**src/rtl/sad_search_sched_if.sv**
```systemverilog
// Engine-side bus of the SAD search scheduler: candidate issue and result return.
interface sad_search_sched_if #(
   parameter int MV_W  = 5,
   parameter int SAD_W = 32
);
   logic                   sad_start;
   logic signed [MV_W-1:0] cand_dx;
   logic signed [MV_W-1:0] cand_dy;
   logic                   sad_done;
   logic [SAD_W-1:0]       sad_val;

   modport master (
      output sad_start, cand_dx, cand_dy,
      input  sad_done, sad_val
   );

   modport slave (
      input  sad_start, cand_dx, cand_dy,
      output sad_done, sad_val
   );
endinterface

```
**src/rtl/sad_search_sched.sv**
```systemverilog
// Full-search motion-estimation scheduler: walks the +/-RANGE window in raster
// order, issues one SAD per candidate and keeps the minimum and its vector.
module sad_search_sched #(
   parameter int RANGE = 4,
   parameter int MV_W  = 5,
   parameter int SAD_W = 32
) (
   input  logic                   clk,
   input  logic                   rst,
   input  logic                   srch_start,
   input  logic                   abort,
   sad_search_sched_if.master     eng,
   output logic                   busy,
   output logic                   srch_done,
   output logic [SAD_W-1:0]       best_sad,
   output logic signed [MV_W-1:0] best_dx,
   output logic signed [MV_W-1:0] best_dy,
   output logic [7:0]             cand_idx
);
   typedef enum logic [2:0] {IDLE, ISSUE, WAIT, CMP, DONE} state_t;

   localparam logic signed [MV_W-1:0] POS = MV_W'(RANGE);
   localparam logic signed [MV_W-1:0] NEG = -POS;

   state_t st;
   state_t nxt;

   logic signed [MV_W-1:0] dx;
   logic signed [MV_W-1:0] dy;
   logic signed [MV_W-1:0] min_dx;
   logic signed [MV_W-1:0] min_dy;
   logic [SAD_W-1:0]       lat;
   logic [SAD_W-1:0]       min_sad;

   logic                   last;
   logic                   upd;
   logic [SAD_W-1:0]       nmin;
   logic signed [MV_W-1:0] nmin_dx;
   logic signed [MV_W-1:0] nmin_dy;

   // Strict compare: ties keep the earlier raster candidate.
   assign last    = (dx == POS) && (dy == POS);
   assign upd     = lat < min_sad;
   assign nmin    = upd ? lat : min_sad;
   assign nmin_dx = upd ? dx : min_dx;
   assign nmin_dy = upd ? dy : min_dy;

   assign eng.cand_dx = dx;
   assign eng.cand_dy = dy;

   always_ff @(posedge clk) begin
      if (rst) st <= IDLE;
      else     st <= nxt;
   end

   always_comb begin
      nxt           = st;
      eng.sad_start = 1'b0;
      busy          = 1'b1;
      srch_done     = 1'b0;
      unique case (st)
         IDLE: begin
            busy = 1'b0;
            if (srch_start) nxt = ISSUE;
         end
         ISSUE: begin
            eng.sad_start = 1'b1;
            nxt = abort ? IDLE : WAIT;
         end
         WAIT: begin
            if (abort)             nxt = IDLE;
            else if (eng.sad_done) nxt = CMP;
         end
         CMP: begin
            if (abort)     nxt = IDLE;
            else if (last) nxt = DONE;
            else           nxt = ISSUE;
         end
         DONE: begin
            srch_done = 1'b1;
            nxt = IDLE;
         end
         default: nxt = IDLE;
      endcase
   end

   always_ff @(posedge clk) begin
      if (rst) begin
         dx       <= '0;
         dy       <= '0;
         min_dx   <= '0;
         min_dy   <= '0;
         lat      <= '0;
         min_sad  <= '1;
         best_sad <= '1;
         best_dx  <= '0;
         best_dy  <= '0;
         cand_idx <= '0;
      end else begin
         if (st == IDLE && srch_start) begin
            dx       <= NEG;
            dy       <= NEG;
            min_dx   <= NEG;
            min_dy   <= NEG;
            min_sad  <= '1;
            cand_idx <= '0;
         end
         if (st == WAIT && !abort && eng.sad_done)
            lat <= eng.sad_val;
         if (st == CMP && !abort) begin
            min_sad  <= nmin;
            min_dx   <= nmin_dx;
            min_dy   <= nmin_dy;
            cand_idx <= cand_idx + 8'd1;
            if (dx != POS) begin
               dx <= dx + 1'b1;
            end else if (dy != POS) begin
               dx <= NEG;
               dy <= dy + 1'b1;
            end
            // Results are published on entry to DONE so they are valid with srch_done.
            if (last) begin
               best_sad <= nmin;
               best_dx  <= nmin_dx;
               best_dy  <= nmin_dy;
            end
         end
      end
   end
endmodule
```
**src/flat_wrapper.sv**
```systemverilog
// flat-port wrapper written by rule: the top's interface ports become plain ports
module sad_search_sched_flat 
#(
   parameter int RANGE = 4,
   parameter int MV_W  = 5,
   parameter int SAD_W = 32
)
  (clk, rst, srch_start, abort, busy, srch_done, best_sad, best_dx, best_dy, cand_idx, eng_sad_start, eng_cand_dx, eng_cand_dy, eng_sad_done, eng_sad_val);
  sad_search_sched_if #(.MV_W(MV_W), .SAD_W(SAD_W)) eng_i ();
  input  logic clk;
  input  logic rst;
  input  logic srch_start;
  input  logic abort;
  output logic busy;
  output logic srch_done;
  output logic [SAD_W-1:0] best_sad;
  output logic signed [MV_W-1:0] best_dx;
  output logic signed [MV_W-1:0] best_dy;
  output logic [7:0] cand_idx;
  output wire logic [$bits(eng_i.sad_start)-1:0] eng_sad_start;
  output wire logic [$bits(eng_i.cand_dx)-1:0] eng_cand_dx;
  output wire logic [$bits(eng_i.cand_dy)-1:0] eng_cand_dy;
  input wire logic [$bits(eng_i.sad_done)-1:0] eng_sad_done;
  input wire logic [$bits(eng_i.sad_val)-1:0] eng_sad_val;
  assign eng_sad_start = eng_i.sad_start;
  assign eng_cand_dx = eng_i.cand_dx;
  assign eng_cand_dy = eng_i.cand_dy;
  assign eng_i.sad_done = eng_sad_done;
  assign eng_i.sad_val = eng_sad_val;
  sad_search_sched #(.RANGE(RANGE), .MV_W(MV_W), .SAD_W(SAD_W)) u_core (.clk(clk), .rst(rst), .srch_start(srch_start), .abort(abort), .eng(eng_i), .busy(busy), .srch_done(srch_done), .best_sad(best_sad), .best_dx(best_dx), .best_dy(best_dy), .cand_idx(cand_idx));
endmodule
```
**config.mk**
```make
export PLATFORM = sky130hd
export DESIGN_NAME = sad_search_sched_flat
export DESIGN_NICKNAME = d
export VERILOG_FILES = /design/src/rtl/sad_search_sched_if.sv /design/src/rtl/sad_search_sched.sv /design/src/flat_wrapper.sv
export SDC_FILE = /design/constraint.sdc
export NUM_CORES = 1
export LEC_CHECK = 0
export BUFFER_PORTS_ARGS = -buffer_cell sky130_fd_sc_hd__buf_4
export CORE_ASPECT_RATIO = 0.8
export CORE_UTILIZATION = 41
export DETAILED_ROUTE_END_ITERATION = 12
export GPL_TIMING_DRIVEN = 1
export HOLD_SLACK_MARGIN = 0.06
export PLACE_DENSITY = 0.67
export SKIP_CTS_REPAIR_TIMING = 1
export SLEW_MARGIN = 20
export SYNTH_ARGS = -nofsm -noshare
export SYNTH_HDL_FRONTEND = slang
export SYNTH_SLANG_ARGS = --single-unit
```
**constraint.sdc**
```tcl
create_clock -name clk -period 5.4 [get_ports clk]
set_input_delay 0.81 -clock clk [delete_from_list [all_inputs] [get_ports clk]]
set_output_delay 0.81 -clock clk [all_outputs]
set_load 0.02 [all_outputs]
```
==> results of run 1 <==
worst max path at each step:
stage                                    start                                to  slack (ns)  cells after the start
2_1_floorplan                            abort    u_core.best_dx[1]$_SDFFE_PP0P_        3.09                      8
5_1_grt        u_core.min_sad[14]$_SDFFE_PP1P_  u_core.best_sad[22]$_SDFFE_PP1P_        2.10                      9
4_1_cts        u_core.min_sad[14]$_SDFFE_PP1P_     u_core.min_dx[4]$_SDFFE_PP0P_        2.29                      8
3_5_place_dp   u_core.min_sad[14]$_SDFFE_PP1P_     u_core.min_dy[3]$_SDFFE_PP0P_        2.34                      8
3_3_place_gp   u_core.min_sad[14]$_SDFFE_PP1P_     u_core.min_dy[3]$_SDFFE_PP0P_        2.35                      8
6_report       u_core.min_sad[14]$_SDFFE_PP1P_     u_core.min_dx[2]$_SDFFE_PP0P_        2.27                      8
stage by stage:
stage / util [%] / hold slack [ns] / cell area, sq um / setup WS, ns / instances
after floorplan: - / 0.445 / 6760 / 3.09 / 836
after global placement: 47.5 / 0.454 / 7580 / 2.35 / 1094
after detailed placement: 47.5 / 0.468 / 7580 / 2.34 / 1094
after CTS: 51.0 / 0.477 / 8140 / 2.29 / 1123
after global routing: 51.0 / 0.497 / 8140 / 2.10 / 1123
final: 51.0 / 0.475 / 8140 / 2.27 / 1123
state kept, by name (all words and copies together), names as in the netlist:
register,count
u_core.min_sad,32
u_core.min_dy,5
u_core.lat,32
u_core.best_dx,5
u_core.eng.cand_dx,5
u_core.cand_idx,8
u_core.eng.cand_dy,5
u_core.st,3
u_core.best_dy,5
u_core.min_dx,5
u_core.best_sad,32
critical path, cell delays in order, from the launching register on:
cell and delay, ns:
dfxtp_1 0.34, inv_1 0.05, ha_1 0.32, nand4_1 0.19, nor4_1 0.55, a311oi_2 0.23, a21boi_0 0.72, nor2_1 0.29
a221oi_1 0.32
cells in the final DEF, fill, tap and decap left out, types with 4 or more instances in the layout:
master,instances
nor3b_1,6
nor3_1,130
clkbuf_16,17
clkbuf_8,6
buf_4,110
nand3_1,8
o21bai_1,4
clkbuf_1,4
a21oi_1,54
a221oi_1,6
mux2i_1,25
o31ai_1,8
o211ai_1,8
o21ai_0,8
nand2_1,102
nand4_1,14
or3_1,8
nor4_1,7
inv_1,38
ha_1,36
a211oi_1,43
nor2_1,78
dfxtp_1,137
power by group through the flow:
stage	registers [mW]	logic (mW)	clock network (mW)
2_1_floorplan	1.07	0.0808	0
3_3_place_gp	1.07	0.136	0
3_5_place_dp	1.07	0.138	0
4_1_cts	1.05	0.139	1.13
5_1_grt	1.05	0.152	1.17
6_report	1.05	0.138	1.11
cell type report:
class	instances	area [sq um]	area share, %
clock inverter	2	35.0	0.431
timing repair buffer	111	837	10.3
clock buffer	27	523	6.43
sequential	137	2740	33.7
multi-input combinational	593	3590	44.1
tap	215	269	3.31
inverter	38	143	1.75
kinds of logic after synthesis:
group | after synthesis | synth area share (%)
xor+xnor | 1 | 0.130
compound gates | 156 | 15.8
buf+inv | 106 | 6.77
fa+ha+maj | 36 | 6.66
flops | 137 | 40.6
simple gates | 374 | 26.2
mux | 26 | 3.87
metal layers:
layer  global-route usage [%]  part of all wire [%]
met3                     4.57                   5.1
met1                     29.4                    50
met2                     33.6                    44
met5                        0                     0
met4                     6.81                   1.1
==> results.sh, run 1 <==
export IMPL_yosysWarnings=0
export IMPL_worstHoldPathCells=2
export IMPL_insertedDiodeCount=0
export IMPL_seqPwrFrac_pct=45.6
export IMPL_ys_seq_elements=137
export IMPL_die_area_sq_mm=0.0170
export IMPL_via_count=6141
export IMPL_port_buffers=99
export IMPL_hold_class="reg2reg"
export IMPL_clkTransAtPathRegs_ns=0.05
export IMPL_status="finished clean"
export IMPL_grt_usage_pct=21.3
export IMPL_p_leak_nw=3.61
export IMPL_hp_start="u_core.lat[2]$_SDFFE_PP0P_"
export IMPL_area_growth_synth_to_final_pct=20.4
export IMPL_h_tree_depth=4
export IMPL_p_sw_mw=0.510
export IMPL_synth_fp_nets=909
export IMPL_yosysSeqAreaShare_pct=40.6
export IMPL_ys_types=57
export IMPL_clkLatencyLatePin_ns=0.42
export IMPL_synthFlopType="dfxtp_1"
export IMPL_period_share_pct=58.0
export IMPL_core_area_sq_mm=0.0160
export IMPL_dp_hpwl_um=11200
export IMPL_gp_congestion=0.791
export IMPL_layout_drive_gt1_share_pct=16.2
export IMPL_grt_pass1_wl_um=28900
export IMPL_die_w_um=146
export IMPL_synth_edf_count=0
export IMPL_finalPower_mw=2.29
export IMPL_ios=100
export IMPL_yosysMostFrequentCell="dfxtp_1"
export IMPL_clock_sinks=137
export IMPL_pwr_share_clk_pct=48.3
export IMPL_switching_share_pct=22.3
export IMPL_grt_pass1_vias=5574
export IMPL_crit_arrival_ns=3.45
export IMPL_worstSetupStartpointType="register"
export IMPL_die_y_um=117
export IMPL_r2r_setup_slack_ns=2.27
export IMPL_hold_viol_final=0
export IMPL_synth_top_area_share_pct=40.6
export IMPL_reg2reg_to="u_core.min_dx[2]$_SDFFE_PP0P_"
export IMPL_synth_common_cells="137 x dfxtp_1, 130 x nor3_1, 102 x nand2_1"
export IMPL_crit_fanout=6
export IMPL_powerDensity_mw_per_mm2=281
export IMPL_firstDrtPassIters=5
export IMPL_final_antenna_net_count=0
export IMPL_fin_skew_ns=0.00909
export IMPL_hold_path_endpoint="u_core.lat[2]$_SDFFE_PP0P_"
export IMPL_numCtsBuffers=17
export IMPL_p_int_mw=1.78
export IMPL_synthTopCellsByArea="dfxtp_1 41%, nor3_1 9.6%, ha_1 6.7%, nand2_1 5.7%, a211oi_1 4.8%"
export IMPL_fin_crit_ns=3.13
export IMPL_syn_inst=836
export IMPL_antenna_found_initial=0
export IMPL_root_buffer="clkbuf_16"
export IMPL_start_util_pct=42.4
export IMPL_r2r_cells=8
export IMPL_fillers=1572
export IMPL_avgSynthCellArea_sq_um=8.09
export IMPL_num_rows=41
export IMPL_grt_start_max_net_pins=141
export IMPL_ctsLongestPathBuffers=2
export IMPL_drv_slew=0
export IMPL_worstMarginPinSlew_ns=1.01
export IMPL_num_nets_final=971
export IMPL_crit_type="reg2reg"
export IMPL_rsz0062_at_grt="no"
export IMPL_max_freq_ghz=0.320
export IMPL_async_flop_share_pct=0
export IMPL_irDropWorstVdd_mv=0.183
export IMPL_totalNegativeSetupSlack_ns=0
export IMPL_via_per_inst=5.47
export IMPL_power_frac_comb_pct=6.0
export IMPL_critPathRequiredTime_ns=5.72
export IMPL_syn_area_sq_mm=0.00676
export IMPL_wl_per_cell_um=15.8
export IMPL_cts_tree="done"
export IMPL_maxCapViolCount=0
export IMPL_setup_violations=0
export IMPL_worst_slew_margin_rel_pct=32.6
export IMPL_rr_startpoint="u_core.min_sad[14]$_SDFFE_PP1P_"
export IMPL_critPathCaptureType="register"
export IMPL_yosysTopAreaCell="dfxtp_1"
export IMPL_drcViolationCount=0
export IMPL_gr_total_overflow=0
export IMPL_drt_wl_total_um=17700
export IMPL_drtIter0Drc=405
Power figures use the tool's default switching activity.
==> run 2: changes to the inputs <==
Settings changed: ABC_AREA set to 1.
Clock period 5.4 ns to 2.9 ns, I/O delays scaled along.
==> results.sh, run 2 <==
export IMPL_synth_fp_nets=965
export IMPL_dp_hpwl_um=11100
export IMPL_hold_worst_slack_ns=0.197
export IMPL_grt_start_max_net_pins=65
export IMPL_ys_seq_elements=137
export IMPL_top_usage_layer="met2"
export IMPL_status="finished clean"
export IMPL_drcViolationCount=0
export IMPL_grt_pass1_wl_um=27400
export IMPL_layout_drive_gt1_share_pct=15.6
export IMPL_irDropWorstVdd_mv=0.394
export IMPL_antenna_found_initial=0
export IMPL_die_y_um=114
export IMPL_hold_class="in2reg"
export IMPL_critPathCaptureType="register"
export IMPL_use_met1_pct=30.2
export IMPL_clkLatencyLatePin_ns=0.43
export IMPL_wl_per_cell_um=14.0
export IMPL_via_per_inst=4.99
export IMPL_area_growth_synth_to_final_pct=22.8
export IMPL_largestRegisters="u_core.best_sad x32, u_core.lat x32, u_core.min_sad x32"
export IMPL_period_share_pct=82.6
export IMPL_start_util_pct=42.4
export IMPL_finalPower_mw=4.37
export IMPL_grt_pass1_vias=5516
export IMPL_mostFrequentLayoutCells="249 x nand2_1, 137 x dfxtp_1, 114 x buf_4, 103 x inv_1, 99 x a21oi_1"
export IMPL_r2r_setup_slack_ns=0.50
export IMPL_clock_sinks=137
export IMPL_fin_skew_ns=0.0105
export IMPL_hp_start="abort"
export IMPL_p_leak_nw=3.66
export IMPL_syn_area_sq_mm=0.00645
export IMPL_final_antenna_net_count=0
export IMPL_die_area_sq_mm=0.0162
export IMPL_worstMarginPinSlew_ns=0.739
export IMPL_fin_crit_ns=2.40
export IMPL_yosysSeqAreaShare_pct=42.5
export IMPL_r2r_cells=15
export IMPL_synthFlopType="dfxtp_1"
export IMPL_synthTopCellsByArea="dfxtp_1 43%, nand2_1 14%, a21oi_1 7.7%, ha_1 7.0%, inv_1 6.0%"
export IMPL_hold_viol_final=0
export IMPL_final_core_util_pct=52.0
export IMPL_crit_type="reg2reg"
export IMPL_ys_types=36
export IMPL_via_count=5995
export IMPL_grt_use_met2_pct=32.8
export IMPL_layout_commonest_cell="nand2_1"
export IMPL_synth_edf_count=0
export IMPL_met3_usage_pct=5.23
export IMPL_critPathRequiredTime_ns=3.21
export IMPL_core_area_sq_mm=0.0152
export IMPL_setup_violations=0
export IMPL_cts_tree="done"
export IMPL_yosysMostFrequentCell="nand2_1"
export IMPL_drv_slew=0
export IMPL_clkTransAtPathRegs_ns=0.06
export IMPL_root_buffer="clkbuf_16"
export IMPL_ios=100
export IMPL_port_buffers=99
export IMPL_crit_arrival_ns=2.70
export IMPL_grt_usage_pct=21.6
export IMPL_maxCapViolCount=0
export IMPL_worst_slew_margin_rel_pct=50.7
export IMPL_ctsLongestPathBuffers=2
export IMPL_gr_total_overflow=0
export IMPL_num_nets_final=1052
export IMPL_max_freq_ghz=0.417
export IMPL_drtIter0Drc=400
export IMPL_hold_path_endpoint="u_core.st[2]$_SDFFE_PP0P_"
export IMPL_rsz0062_at_grt="no"
export IMPL_worstHoldPathCells=2
export IMPL_avgSynthCellArea_sq_um=7.23
export IMPL_firstDrtPassIters=5
export IMPL_syn_inst=892
export IMPL_crit_fanout=21
export IMPL_numCtsBuffers=17
export IMPL_powerDensity_mw_per_mm2=552
export IMPL_h_tree_depth=4
export IMPL_totalNegativeSetupSlack_ns=0
export IMPL_fillers=1529
export IMPL_yosysTopAreaCell="dfxtp_1"
export IMPL_gp_congestion=0.809
export IMPL_worstSetupStartpointType="register"
export IMPL_synth_top_area_share_pct=42.5
export IMPL_insertedDiodeCount=0
export IMPL_die_w_um=142
export IMPL_reg2reg_to="u_core.min_sad[25]$_SDFFE_PP1P_"
export IMPL_drt_wl_total_um=16800
export IMPL_synth_common_cells="249 x nand2_1, 137 x dfxtp_1, 103 x inv_1"
export IMPL_yosysWarnings=0
export IMPL_rr_startpoint="u_core.min_sad[5]$_SDFFE_PP1P_"
export IMPL_num_rows=40
export IMPL_async_flop_share_pct=0
## run 2: changes by cell type after synthesis, moves of 23 or more
| cell | change |
|---|---|
| nand2_1 | +147 |
| nor3_1 | -123 |
| inv_1 | +65 |
| nor2_1 | -62 |
| nand3_1 | +54 |
| a21oi_1 | +44 |
| o21ai_0 | +43 |
| a211oi_1 | -40 |
| o21ai_1 | +32 |
| mux2i_1 | -25 |
| clkbuf_1 | -23 |
## run 2: per-stage QoR
stage | instances | cell area [sq um] | setup WS, ns
CTS | 1202 | 7920 | 0.539
detailed placement | 1170 | 7330 | 0.575
finish | 1202 | 7920 | 0.504
global route | 1202 | 7920 | 0.285
global placement | 1170 | 7330 | 0.668
floorplan | 892 | 6450 | 1.02
## run 2: cell families (layout without fill, tap and decap cells)
group,count (synthesis),count (layout),synth area share (%)
AOI/OAI and AO/OA,212,212,17.6
xor gates and xnor gates,3,3,0.407
and+or+nand+nor,351,351,22.6
buffers and inverters,153,253,9.85
DFF,137,137,42.5
adders and majority gates,36,36,6.98
## run 2: worst max-delay path by stage
stage                                    start                               to
6_report        u_core.min_sad[5]$_SDFFE_PP1P_  u_core.min_sad[25]$_SDFFE_PP1P_
5_1_grt        u_core.min_sad[15]$_SDFFE_PP1P_  u_core.min_sad[31]$_SDFFE_PP1P_
4_1_cts         u_core.min_sad[5]$_SDFFE_PP1P_  u_core.min_sad[29]$_SDFFE_PP1P_
3_5_place_dp    u_core.min_sad[5]$_SDFFE_PP1P_  u_core.min_sad[14]$_SDFFE_PP1P_
3_3_place_gp    u_core.min_sad[9]$_SDFFE_PP1P_  u_core.min_sad[12]$_SDFFE_PP1P_
2_1_floorplan  u_core.min_sad[21]$_SDFFE_PP1P_  u_core.min_sad[10]$_SDFFE_PP1P_
## run 2: area by class of cell
cell class / count / area, sq um / area share, %
multi-input cells: 602 / 3070 / 38.8
well taps: 210 / 263 / 3.32
flip-flops and latches: 137 / 2740 / 34.6
inverters: 107 / 402 / 5.07
clock buffers: 24 / 492 / 6.21
repair buffers: 114 / 856 / 10.8
clock inverters: 8 / 92.6 / 1.17
## run 2: layer usage
| layer | up-vias | share of wire (%) |
|---|---|---|
| li1 | 3105 | - |
| met1 | 2730 | 51 |
| met2 | 146 | 43 |
| met3 | 14 | 5.0 |
| met4 | 0 | 0.85 |
| met5 | - | 0 |
## run 2: worst max-delay path, cell delays in order, from the launching register on
cell and delay, ns:
dfxtp_1 0.33, inv_1 0.06, ha_1 0.30, a21oi_1 0.14, nor2_1 0.06, nor3_1 0.12
nand2_1 0.07, nand2_1 0.06, nand2_1 0.06, nand2_2 0.22, nand2_4 0.23, buf_4 0.26
nand2_1 0.07, nand2_1 0.07, o21ai_1 0.16, nand2_1 0.06
## run 2: report_power, final
group	internal (mW)	leakage [nW]	total [mW]	switching [mW]
Clock	1.35	0.290	2.14	0.792
Combinational	0.103	2.25	0.276	0.172
Sequential	1.92	1.11	1.95	0.0318
Total	3.37	3.66	4.37	0.996
